**src/rtl/spi_frame_rx_if.sv**
```systemverilog
// SPI frame receiver bus: MCU-side SPI lines plus the committed holding
// registers and strobes seen by the Z80 port decoders.
interface spi_frame_rx_if #(
    parameter int ERR_W = 8
);
    logic             SPI_SCK;
    logic             SPI_NSS;
    logic             SPI_MOSI;
    logic [1:0]       SPI_A;
    logic [7:0]       CFG;
    logic [23:0]      MOUSE;
    logic [7:0]       KMPST;
    logic [39:0]      KBD;
    logic [3:0]       UPD;
    logic [ERR_W-1:0] ERR_CNT;
    logic             BUSY;

    modport master (
        output SPI_SCK, SPI_NSS, SPI_MOSI, SPI_A,
        input  CFG, MOUSE, KMPST, KBD, UPD, ERR_CNT, BUSY
    );

    modport slave (
        input  SPI_SCK, SPI_NSS, SPI_MOSI, SPI_A,
        output CFG, MOUSE, KMPST, KBD, UPD, ERR_CNT, BUSY
    );
endinterface

```
**src/rtl/spi_frame_rx.sv**
```systemverilog
// spi_frame_rx: SPI slave front-end sampled entirely in the CLK14M domain.
// Frames are shifted into a shadow register and committed atomically to the
// holding registers only when the frame length (and optional CRC) checks out.
// Optional feature: define SPI_FRAME_CRC_EN to require a trailing CRC-8
// (poly 0x07, init 0x00, MSB first) on every frame.
module spi_frame_rx #(
    parameter int SYNC_STAGES = 2,
    parameter int ERR_W       = 8
) (
    input logic           CLK14M,
    input logic           RST_N,
    spi_frame_rx_if.slave bus
);
`ifdef SPI_FRAME_CRC_EN
    localparam int CRC_W = 8;
`else
    localparam int CRC_W = 0;
`endif
    localparam int SH_W = 40 + CRC_W;

    typedef enum logic [1:0] {IDLE, RECV, CHECK} state_t;

    logic [SYNC_STAGES-1:0]      sck_sync, nss_sync, mosi_sync;
    logic [SYNC_STAGES-1:0][1:0] a_sync;
    logic                        sck_q, nss_q;
    logic                        sck_rise, nss_fall, nss_rise, mosi_bit;
    logic [1:0]                  a_cur;

    state_t           state;
    logic [1:0]       tgt;
    logic [SH_W-1:0]  shadow;
    logic [5:0]       bit_cnt;
    logic [5:0]       exp_len;
    logic             frame_ok;
    logic [7:0]       cfg, kmpst;
    logic [23:0]      mouse;
    logic [39:0]      kbd;
    logic [3:0]       upd;
    logic [ERR_W-1:0] err_cnt;
    logic             busy;

    function automatic logic [5:0] payload_len(input logic [1:0] t);
        case (t)
            2'b00:   return 6'd8;
            2'b01:   return 6'd24;
            2'b10:   return 6'd8;
            default: return 6'd40;
        endcase
    endfunction

`ifdef SPI_FRAME_CRC_EN
    logic [7:0] crc;

    function automatic logic [7:0] crc_step(input logic [7:0] c, input logic b);
        logic fb;
        fb = c[7] ^ b;
        return {c[6:0], 1'b0} ^ (fb ? 8'h07 : 8'h00);
    endfunction
`endif

    // Synchronise the async SPI lines and keep one extra sample for edge detection.
    // NSS resets to "low" so a reset inside a frame cannot manufacture a fresh fall.
    always_ff @(posedge CLK14M) begin
        if (!RST_N) begin
            sck_sync  <= '0;
            nss_sync  <= '0;
            mosi_sync <= '0;
            a_sync    <= '0;
            sck_q     <= 1'b0;
            nss_q     <= 1'b0;
        end else begin
            sck_sync  <= {sck_sync[SYNC_STAGES-2:0], bus.SPI_SCK};
            nss_sync  <= {nss_sync[SYNC_STAGES-2:0], bus.SPI_NSS};
            mosi_sync <= {mosi_sync[SYNC_STAGES-2:0], bus.SPI_MOSI};
            a_sync    <= {a_sync[SYNC_STAGES-2:0], bus.SPI_A};
            sck_q     <= sck_sync[SYNC_STAGES-1];
            nss_q     <= nss_sync[SYNC_STAGES-1];
        end
    end

    assign sck_rise = sck_sync[SYNC_STAGES-1] & ~sck_q;
    assign nss_fall = ~nss_sync[SYNC_STAGES-1] & nss_q;
    assign nss_rise = nss_sync[SYNC_STAGES-1] & ~nss_q;
    assign mosi_bit = mosi_sync[SYNC_STAGES-1];
    assign a_cur    = a_sync[SYNC_STAGES-1];

    assign exp_len = payload_len(tgt) + 6'(CRC_W);
`ifdef SPI_FRAME_CRC_EN
    assign frame_ok = (bit_cnt == exp_len) && (shadow[7:0] == crc);
`else
    assign frame_ok = (bit_cnt == exp_len);
`endif

    // Frame FSM: capture target on NSS fall, shift on SCK rise, validate and commit after NSS rise.
    always_ff @(posedge CLK14M) begin
        if (!RST_N) begin
            state   <= IDLE;
            tgt     <= 2'b00;
            shadow  <= '0;
            bit_cnt <= '0;
`ifdef SPI_FRAME_CRC_EN
            crc     <= 8'h00;
`endif
            cfg     <= 8'h00;
            mouse   <= 24'h0000FF;
            kmpst   <= 8'h00;
            kbd     <= 40'hFF_FFFF_FFFF;
            upd     <= 4'b0000;
            err_cnt <= '0;
            busy    <= 1'b0;
        end else begin
            upd <= 4'b0000;
            case (state)
                IDLE: begin
                    if (nss_fall) begin
                        tgt     <= a_cur;
                        shadow  <= '0;
                        bit_cnt <= '0;
`ifdef SPI_FRAME_CRC_EN
                        crc     <= 8'h00;
`endif
                        state   <= RECV;
                        busy    <= 1'b1;
                    end
                end
                RECV: begin
                    // A shift coincident with NSS rise still lands before CHECK.
                    if (sck_rise) begin
                        shadow <= {shadow[SH_W-2:0], mosi_bit};
                        if (bit_cnt != 6'd63)
                            bit_cnt <= bit_cnt + 6'd1;
`ifdef SPI_FRAME_CRC_EN
                        if (bit_cnt < payload_len(tgt))
                            crc <= crc_step(crc, mosi_bit);
`endif
                    end
                    if (nss_rise)
                        state <= CHECK;
                end
                CHECK: begin
                    state <= IDLE;
                    busy  <= 1'b0;
                    if (frame_ok) begin
                        upd[tgt] <= 1'b1;
                        case (tgt)
                            2'b00:   cfg   <= shadow[CRC_W +: 8];
                            2'b01:   mouse <= shadow[CRC_W +: 24];
                            2'b10:   kmpst <= shadow[CRC_W +: 8];
                            default: kbd   <= shadow[CRC_W +: 40];
                        endcase
                    end else if (err_cnt != '1) begin
                        err_cnt <= err_cnt + ERR_W'(1);
                    end
                end
                default: begin
                    state <= IDLE;
                    busy  <= 1'b0;
                end
            endcase
        end
    end

    assign bus.CFG     = cfg;
    assign bus.MOUSE   = mouse;
    assign bus.KMPST   = kmpst;
    assign bus.KBD     = kbd;
    assign bus.UPD     = upd;
    assign bus.ERR_CNT = err_cnt;
    assign bus.BUSY    = busy;
endmodule

```
**src/flat_wrapper.sv**
```systemverilog
// flat-port wrapper written by rule: the top's interface ports become plain ports
module spi_frame_rx_flat 
#(
    parameter int SYNC_STAGES = 2,
    parameter int ERR_W       = 8
)
  (CLK14M, RST_N, bus_SPI_SCK, bus_SPI_NSS, bus_SPI_MOSI, bus_SPI_A, bus_CFG, bus_MOUSE, bus_KMPST, bus_KBD, bus_UPD, bus_ERR_CNT, bus_BUSY);
  spi_frame_rx_if #(.ERR_W(ERR_W)) bus_i ();
  input logic CLK14M;
  input logic RST_N;
  input wire logic [$bits(bus_i.SPI_SCK)-1:0] bus_SPI_SCK;
  input wire logic [$bits(bus_i.SPI_NSS)-1:0] bus_SPI_NSS;
  input wire logic [$bits(bus_i.SPI_MOSI)-1:0] bus_SPI_MOSI;
  input wire logic [$bits(bus_i.SPI_A)-1:0] bus_SPI_A;
  output wire logic [$bits(bus_i.CFG)-1:0] bus_CFG;
  output wire logic [$bits(bus_i.MOUSE)-1:0] bus_MOUSE;
  output wire logic [$bits(bus_i.KMPST)-1:0] bus_KMPST;
  output wire logic [$bits(bus_i.KBD)-1:0] bus_KBD;
  output wire logic [$bits(bus_i.UPD)-1:0] bus_UPD;
  output wire logic [$bits(bus_i.ERR_CNT)-1:0] bus_ERR_CNT;
  output wire logic [$bits(bus_i.BUSY)-1:0] bus_BUSY;
  assign bus_i.SPI_SCK = bus_SPI_SCK;
  assign bus_i.SPI_NSS = bus_SPI_NSS;
  assign bus_i.SPI_MOSI = bus_SPI_MOSI;
  assign bus_i.SPI_A = bus_SPI_A;
  assign bus_CFG = bus_i.CFG;
  assign bus_MOUSE = bus_i.MOUSE;
  assign bus_KMPST = bus_i.KMPST;
  assign bus_KBD = bus_i.KBD;
  assign bus_UPD = bus_i.UPD;
  assign bus_ERR_CNT = bus_i.ERR_CNT;
  assign bus_BUSY = bus_i.BUSY;
  spi_frame_rx #(.SYNC_STAGES(SYNC_STAGES), .ERR_W(ERR_W)) u_core (.CLK14M(CLK14M), .RST_N(RST_N), .bus(bus_i));
endmodule
```
**config.mk**
```make
export PLATFORM = sky130hd
export DESIGN_NAME = spi_frame_rx_flat
export DESIGN_NICKNAME = d
export VERILOG_FILES = /design/src/rtl/spi_frame_rx_if.sv /design/src/rtl/spi_frame_rx.sv /design/src/flat_wrapper.sv
export SDC_FILE = /design/constraint.sdc
export NUM_CORES = 1
export LEC_CHECK = 0
export CORE_AREA = 2 2 143 89
export CTS_BUF_LIST = sky130_fd_sc_hd__clkbuf_8
export DETAILED_ROUTE_END_ITERATION = 6
export DIE_AREA = 0 0 145 91
export HOLD_SLACK_MARGIN = 0.1
export PLACE_DENSITY = 0.78
export SLEW_MARGIN = 30
export SYNTH_ARGS = -nofsm -noshare
export SYNTH_HDL_FRONTEND = slang
export SYNTH_SLANG_ARGS = --single-unit
```
**constraint.sdc**
```tcl
create_clock -name CLK14M -period 2.4 [get_ports CLK14M]
set_clock_uncertainty 0.2 [all_clocks]
set_input_delay 0.6 -clock CLK14M [delete_from_list [all_inputs] [get_ports CLK14M]]
set_output_delay 0.6 -clock CLK14M [all_outputs]
set_load 0.1 [all_outputs]
```
==> results of run 1 <==
==> layer usage <==
metal / wire length (um) / vias up
met3: 811 / 24
met5: 0 / -
met1: 6230 / 2245
li1: - / 2333
met4: 246 / 0
met2: 6010 / 148
==> Yosys cell counts, types with 3 or more instances <==
| library cell | instances | share of area |
|---|---|---|
| o21ai_0 | 5 | 0.0044 |
| nand3b_1 | 3 | 0.0039 |
| buf_2 | 9 | 0.0079 |
| o22ai_1 | 3 | 0.0033 |
| buf_4 | 6 | 0.0079 |
| nand2b_1 | 6 | 0.0066 |
| and2_1 | 14 | 0.015 |
| and3_1 | 5 | 0.0055 |
| inv_1 | 6 | 0.0039 |
| a21oi_1 | 47 | 0.041 |
| nor2_1 | 42 | 0.028 |
| ha_1 | 3 | 0.0066 |
| nand4_1 | 4 | 0.0044 |
| clkbuf_1 | 32 | 0.021 |
| nand2_1 | 145 | 0.095 |
| o21a_1 | 3 | 0.0039 |
| nand3_1 | 87 | 0.076 |
| mux2i_1 | 46 | 0.081 |
| dfxtp_1 | 155 | 0.54 |
==> area by class of cell <==
class	count	area (um2)	share of cell area
flip-flops and latches	155	3100	0.440
multi-input cells	439	2380	0.338
repair buffers	114	903	0.128
clock buffers	18	248	0.0351
well taps	165	206	0.0293
clock inverters	14	181	0.0257
inverters	7	26.3	0.00373
==> worst register-to-register path, cell delays in order, from the launching register on <==
cell and delay (ps):
dfxtp_1 510, and3b_1 260, nor4_4 360, nand2_2 120, buf_4 280, mux2i_1 250, nand2_1 70
==> flip-flops by register name (all words and copies together) (netlist names), 4 cells and up <==
| name | count |
|---|---|
| u_core.bus.KMPST | 8 |
| u_core.bus.ERR_CNT | 8 |
| u_core.bit_cnt | 6 |
| u_core.bus.CFG | 8 |
| u_core.bus.UPD | 4 |
| u_core.bus.KBD | 40 |
| u_core.bus.MOUSE | 24 |
| u_core.shadow | 40 |
==> through the flow <==
step	setup slack, ps	utilization	hold slack (ps)	cell area, um2	instances
2_1_floorplan	71.1	-	212	5700	648
3_3_place_gp	384	0.560	221	6620	880
3_5_place_dp	240	0.560	219	6620	880
4_1_cts	236	0.596	242	7050	912
5_1_grt	119	0.596	263	7050	912
6_report	222	0.596	242	7050	912
==> cell families (layout without fill, tap and decap cells) <==
logic type      after synthesis  in the layout  share of synthesized area
simple gates                322            322                      0.259
flops                       155            155                      0.544
compound gates               66             66                     0.0652
buf+inv                      54            153                     0.0415
mux                          46             46                     0.0808
fa+ha+maj                     3              3                    0.00658
xor+xnor                      2              2                    0.00307
==> report_power, final <==
part           internal (mW)  switching (mW)
clock                   1.08            1.03
combinational         0.0304          0.0776
sequential              2.58         0.00486
==> worst min path at each step <==
stage,start,endpoint,slack [ps],depth (start not counted)
final,u_core.nss_sync[0],u_core.nss_sync[1],240,1
after global routing,u_core.a_sync[0],u_core.a_cur[0],260,1
after CTS,u_core.nss_sync[0],u_core.nss_sync[1],240,1
after detailed placement,u_core.nss_sync[0],u_core.nss_sync[1],220,1
after global placement,u_core.nss_sync[0],u_core.nss_sync[1],220,1
after floorplan,u_core.a_sync[0],u_core.a_cur[0],210,1
==> flow_summary_export.csv, run 1 <==
group,metric,value,unit
run_status,status,"complete, no violations",
die,die_width,145,um
cts,ctsHoldBuffers,0,
logic_synthesis,synth_edf_count,0,
critical_path,slowest_stage,"dfxtp_1",
die,io_pins,100,
power_and_ir_drop,power.density,681,nW/um2
min_path,hp-class,"reg2reg",
global_routing,grtUsageMet2,0.319,
global_routing,grt_pass1_wl,22000,um
power_and_ir_drop,total_power,4.80,mW
logic_synthesis,synth_area,5700,um2
logic_synthesis,synth.yosys.seq_area_share,0.544,
critical_path,timing.rr.start,"u_core.bit_cnt[5]",
logic_synthesis,ys.flop_type,"dfxtp_1",
cts,cts_buffer_depth,2,
power_and_ir_drop,p_leak,3.10,nW
critical_path,r2r_slack,220,ps
critical_path,crit_type,"reg2reg",
power_and_ir_drop,peakVddDrop,0.000367,V
die,coreArea,11800,um2
route,wirelength,13300,um
cts,cts_made_buffers,17,
logic_synthesis,synthCells,648,
logic_synthesis,ys_warn_count,0,
route,drcViolationCount,0,
placed_design,dp_hpwl,8760,um
logic_synthesis,ys_seq_elements,155,
route,routedWlPerCell,14.6,um
global_routing,use_met3,0.0523,
logic_synthesis,syn_nets,658,
critical_path,start_kind,"register",
global_routing,top_usage_layer,"met2",
die,die_y,91,um
die,fp-row-count,31,
route,ant_nets,0,
route,drt_iter0_markers,361,
cells_and_area,syn2layout_area_growth,23.6,%
cts,cts_tree,"built",
route,num_vias,4750,
critical_path,cp-end-kind,"register",
cells_and_area,fin_nets,744,
critical_path,r2r-end,"u_core.bus.MOUSE[7]",
timing,report.final.slew_viol_count,0,
timing,hold_viol,0,
cts,cts.repair.resized,0,
timing,timing.fmax,0.459,GHz
global_routing,gr-usage-met1,0.278,
timing,final.period_utilization,0.907,
critical_path,reg2reg_depth,6,
timing,worstMarginPinSlew,510,ps
critical_path,cp.depth,6,
logic_synthesis,synth_area_per_cell,8.80,um2
placed_design,port_buffers,99,
route,route.detailed.vias_per_inst,5.21,
critical_path,cp.arrival,2310,ps
timing,setup_violations,0,
critical_path,crit_fanout,23,
cells_and_area,drive_above_1_share,0.197,
global_routing,grt_use_total,0.206,
global_routing,grt_pass1_vias,4516,
critical_path,cp.required,2540,ps
global_routing,antenna_found_initial,0,
logic_synthesis,synth_async_sr_flop_share,0,
logic_synthesis,synth_cell_types,38,
cells_and_area,diodes,0,
placed_design,place_congestion,0.806,
critical_path,slowest_delay,510,ps
cts,clock-sinks,155,
critical_path,crit_path_cell_trace,"and3b_1 -> nor4_4 -> nand2_2 -> buf_4 -> mux2i_1 -> nand2_1",
cts,ctsHtreeMaxLevel,4,
global_routing,grt_max_degree,51,
timing,max-slew-margin-rel,0.660,
timing,min_period,2180,ps
cts,clk_latency,460,ps
timing,fin_tns_setup,0,ps
cells_and_area,n_fill_cell,1006,
critical_path,cp_top_family,"simple AND/OR/NAND/NOR gates",
cells_and_area,final_cell_mix,"dfxtp_1, nand2_1, buf_4",
critical_path,setup.worst_path.start,"u_core.bit_cnt[5]",
cts,cts_setup_buffers,0,
die,initial_utilization,0.482,
die,die_area,13200,um2
critical_path,endpoint,"u_core.bus.MOUSE[7]",
route,detail_route.first_pass.iterations,7,
timing,rsz0062_at_grt,"false",
cts,clkTransAtPathRegs,90,ps
cts,cts_root_buffer,"clkbuf_8",
critical_path,crit_buf_inv,1,
cells_and_area,final_common_cell,"dfxtp_1",
global_routing,grt_overflow,0,
job,cap_violations,0,
(Power assumes the default switching activity.)
==> inputs of run 2 (changes only) <==
--- a/config.mk
+++ b/config.mk
@@ -5,12 +5,12 @@
 export SDC_FILE = /design/constraint.sdc
 export NUM_CORES = 1
 export LEC_CHECK = 0
-export CORE_AREA = 2 2 143 89
+export CORE_AREA = 2 2 168 104
 export CTS_BUF_LIST = sky130_fd_sc_hd__clkbuf_8
 export DETAILED_ROUTE_END_ITERATION = 6
-export DIE_AREA = 0 0 145 91
+export DIE_AREA = 0 0 170 106
 export HOLD_SLACK_MARGIN = 0.1
-export PLACE_DENSITY = 0.78
+export PLACE_DENSITY = 0.6
 export SLEW_MARGIN = 30
 export SYNTH_ARGS = -nofsm -noshare
 export SYNTH_HDL_FRONTEND = slang
==> run 2 against run 1 <==
Effect of this change: global-route usage down 4.7 points; critical path depth unchanged; register-to-register slack better by 70 ps; largest power group unchanged.
==> flow_summary_export.csv, run 2 (synthesized netlist as in run 1, its figures left out) <==
group,metric,value,unit
run_status,status,"complete, no violations",
cells_and_area,fin_nets,744,
cts,cts_buffer_depth,2,
global_routing,grt_use_total,0.159,
cells_and_area,diodes,0,
placed_design,place_congestion,0.733,
die,die_width,170,um
route,drcViolationCount,0,
timing,timing.fmax,0.474,GHz
timing,setup_violations,0,
timing,setup_slack,292,ps
placed_design,place_inst,929,
critical_path,crit_fanout,41,
cells_and_area,instances_no_fill,960,
cts,clk_latency,420,ps
critical_path,cp.required,2490,ps
critical_path,r2r-end,"u_core.bus.KBD[9]",
critical_path,crit_type,"reg2reg",
cts,cts_setup_buffers,0,
cells_and_area,final_cell_mix,"dfxtp_1, nand2_1, buf_4",
timing,final.period_utilization,0.878,
die,die_y,106,um
critical_path,cp-end-kind,"register",
cts,cts_root_buffer,"clkbuf_8",
power_and_ir_drop,power.density,675,nW/um2
die,io_pins,100,
power_and_ir_drop,total_power,4.82,mW
power_and_ir_drop,peakVddDrop,0.000375,V
route,wirelength,13900,um
route,detail_route.first_pass.iterations,4,
cts,clock-sinks,155,
route,routedWlPerCell,14.5,um
die,die_area,18000,um2
job,cap_violations,0,
timing,fin_tns_setup,0,ps
min_path,hp-class,"reg2reg",
cts,ctsHtreeMaxLevel,4,
critical_path,start_kind,"register",
critical_path,reg2reg_depth,6,
route,ant_nets,0,
cts,cts_made_buffers,17,
critical_path,cp.arrival,2200,ps
route,num_vias,4659,
timing,min_period,2110,ps
timing,hold_viol,0,
timing,report.final.slew_viol_count,0,
cells_and_area,syn2layout_area_growth,25.4,%
global_routing,grt_max_degree,54,
global_routing,grt_pass1_vias,4480,
critical_path,r2r_slack,290,ps
die,coreArea,16700,um2
timing,rsz0062_at_grt,"false",
critical_path,setup.worst_path.start,"u_core.bit_cnt[5]",
timing,max-slew-margin-rel,0.648,
die,fp-row-count,37,
cells_and_area,drive_above_1_share,0.196,
route,drt_iter0_markers,224,
critical_path,timing.rr.start,"u_core.bit_cnt[5]",
global_routing,grt_overflow,0,
cells_and_area,final_common_cell,"dfxtp_1",
cells_and_area,final_util,0.429,
cts,ctsHoldBuffers,0,
placed_design,dp_worst_setup_slack,283,ps
global_routing,antenna_found_initial,0,
power_and_ir_drop,p_leak,3.12,nW
die,initial_utilization,0.342,
placed_design,dp_hpwl,9130,um
critical_path,endpoint,"u_core.bus.KBD[9]",
cts,cts.repair.resized,0,
placed_design,port_buffers,99,
global_routing,grt_pass1_wl,22800,um
cts,cts_tree,"built",
route,route.detailed.vias_per_inst,4.85,
cts,clkTransAtPathRegs,90,ps
timing,worstMarginPinSlew,529,ps
==> run 2: cell types whose count changed in the layout (fill, tap and decap cells not counted), sizes merged <==
cell,before,now
clkbuf,18,17
inv,13,10
bufinv,3,4
clkinv,2,5
clkinvlp,3,2
==> run 2: worst min-delay path by stage <==
stage | start | end | slack [ps] | cells after the start
after floorplan | u_core.a_sync[0] | u_core.a_cur[0] | 210 | 1
after global placement | u_core.nss_sync[0] | u_core.nss_sync[1] | 230 | 1
after detailed placement | u_core.sck_sync[0] | u_core.sck_sync[1] | 220 | 1
after CTS | u_core.nss_sync[0] | u_core.nss_sync[1] | 240 | 1
after global routing | u_core.sck_sync[0] | u_core.sck_sync[1] | 260 | 1
final | u_core.sck_sync[0] | u_core.sck_sync[1] | 240 | 1
==> run 2: power by group <==
part           switching, mW  internal [mW]  leakage, nW
Sequential           0.00488           2.58         1.25
Clock                  0.990           1.14        0.214
Combinational         0.0811         0.0337         1.65
Total                   1.08           3.75         3.12
==> run 2: layout make-up <==
| type | count | area [um2] |
|---|---|---|
| fill | 1635 | 9520 |
| sequential | 155 | 3100 |
| multi-input combinational | 439 | 2380 |
| timing repair buffer | 114 | 941 |
| tap | 214 | 268 |
| clock buffer | 17 | 234 |
| clock inverter | 14 | 196 |
| inverter | 7 | 26.3 |
==> run 2: metal layers <==
metal	up-vias	global-route usage	wire, um
met2	93	0.239	6090
li1	2342	-	-
met3	2	0.0454	813
met4	0	0.0507	23
met5	-	0	0
met1	2222	0.220	6970
==> run 2: worst max-delay path, cell delays in order (launching register included) <==
cell      delay [ps]
dfxtp_1          480
and3b_1          260
nor4_4           370
nand4b_1         130
buf_4            290
nand2_1          140
nand3_1           80
==> run 2: through the flow <==
step	area [um2]	hold WS, ps
floorplan	5700	212
global placement	6720	225
detailed placement	6720	219
CTS	7150	242
global route	7150	257
finish	7150	239
==> inputs of run 3 (changes only) <==
--- a/config.mk
+++ b/config.mk
@@ -15,3 +15,4 @@
 export SYNTH_ARGS = -nofsm -noshare
 export SYNTH_HDL_FRONTEND = slang
 export SYNTH_SLANG_ARGS = --single-unit
+export TNS_END_PERCENT = 20
==> results of run 3 <==
Final layout, timing and power as in run 2 (identical DEF).
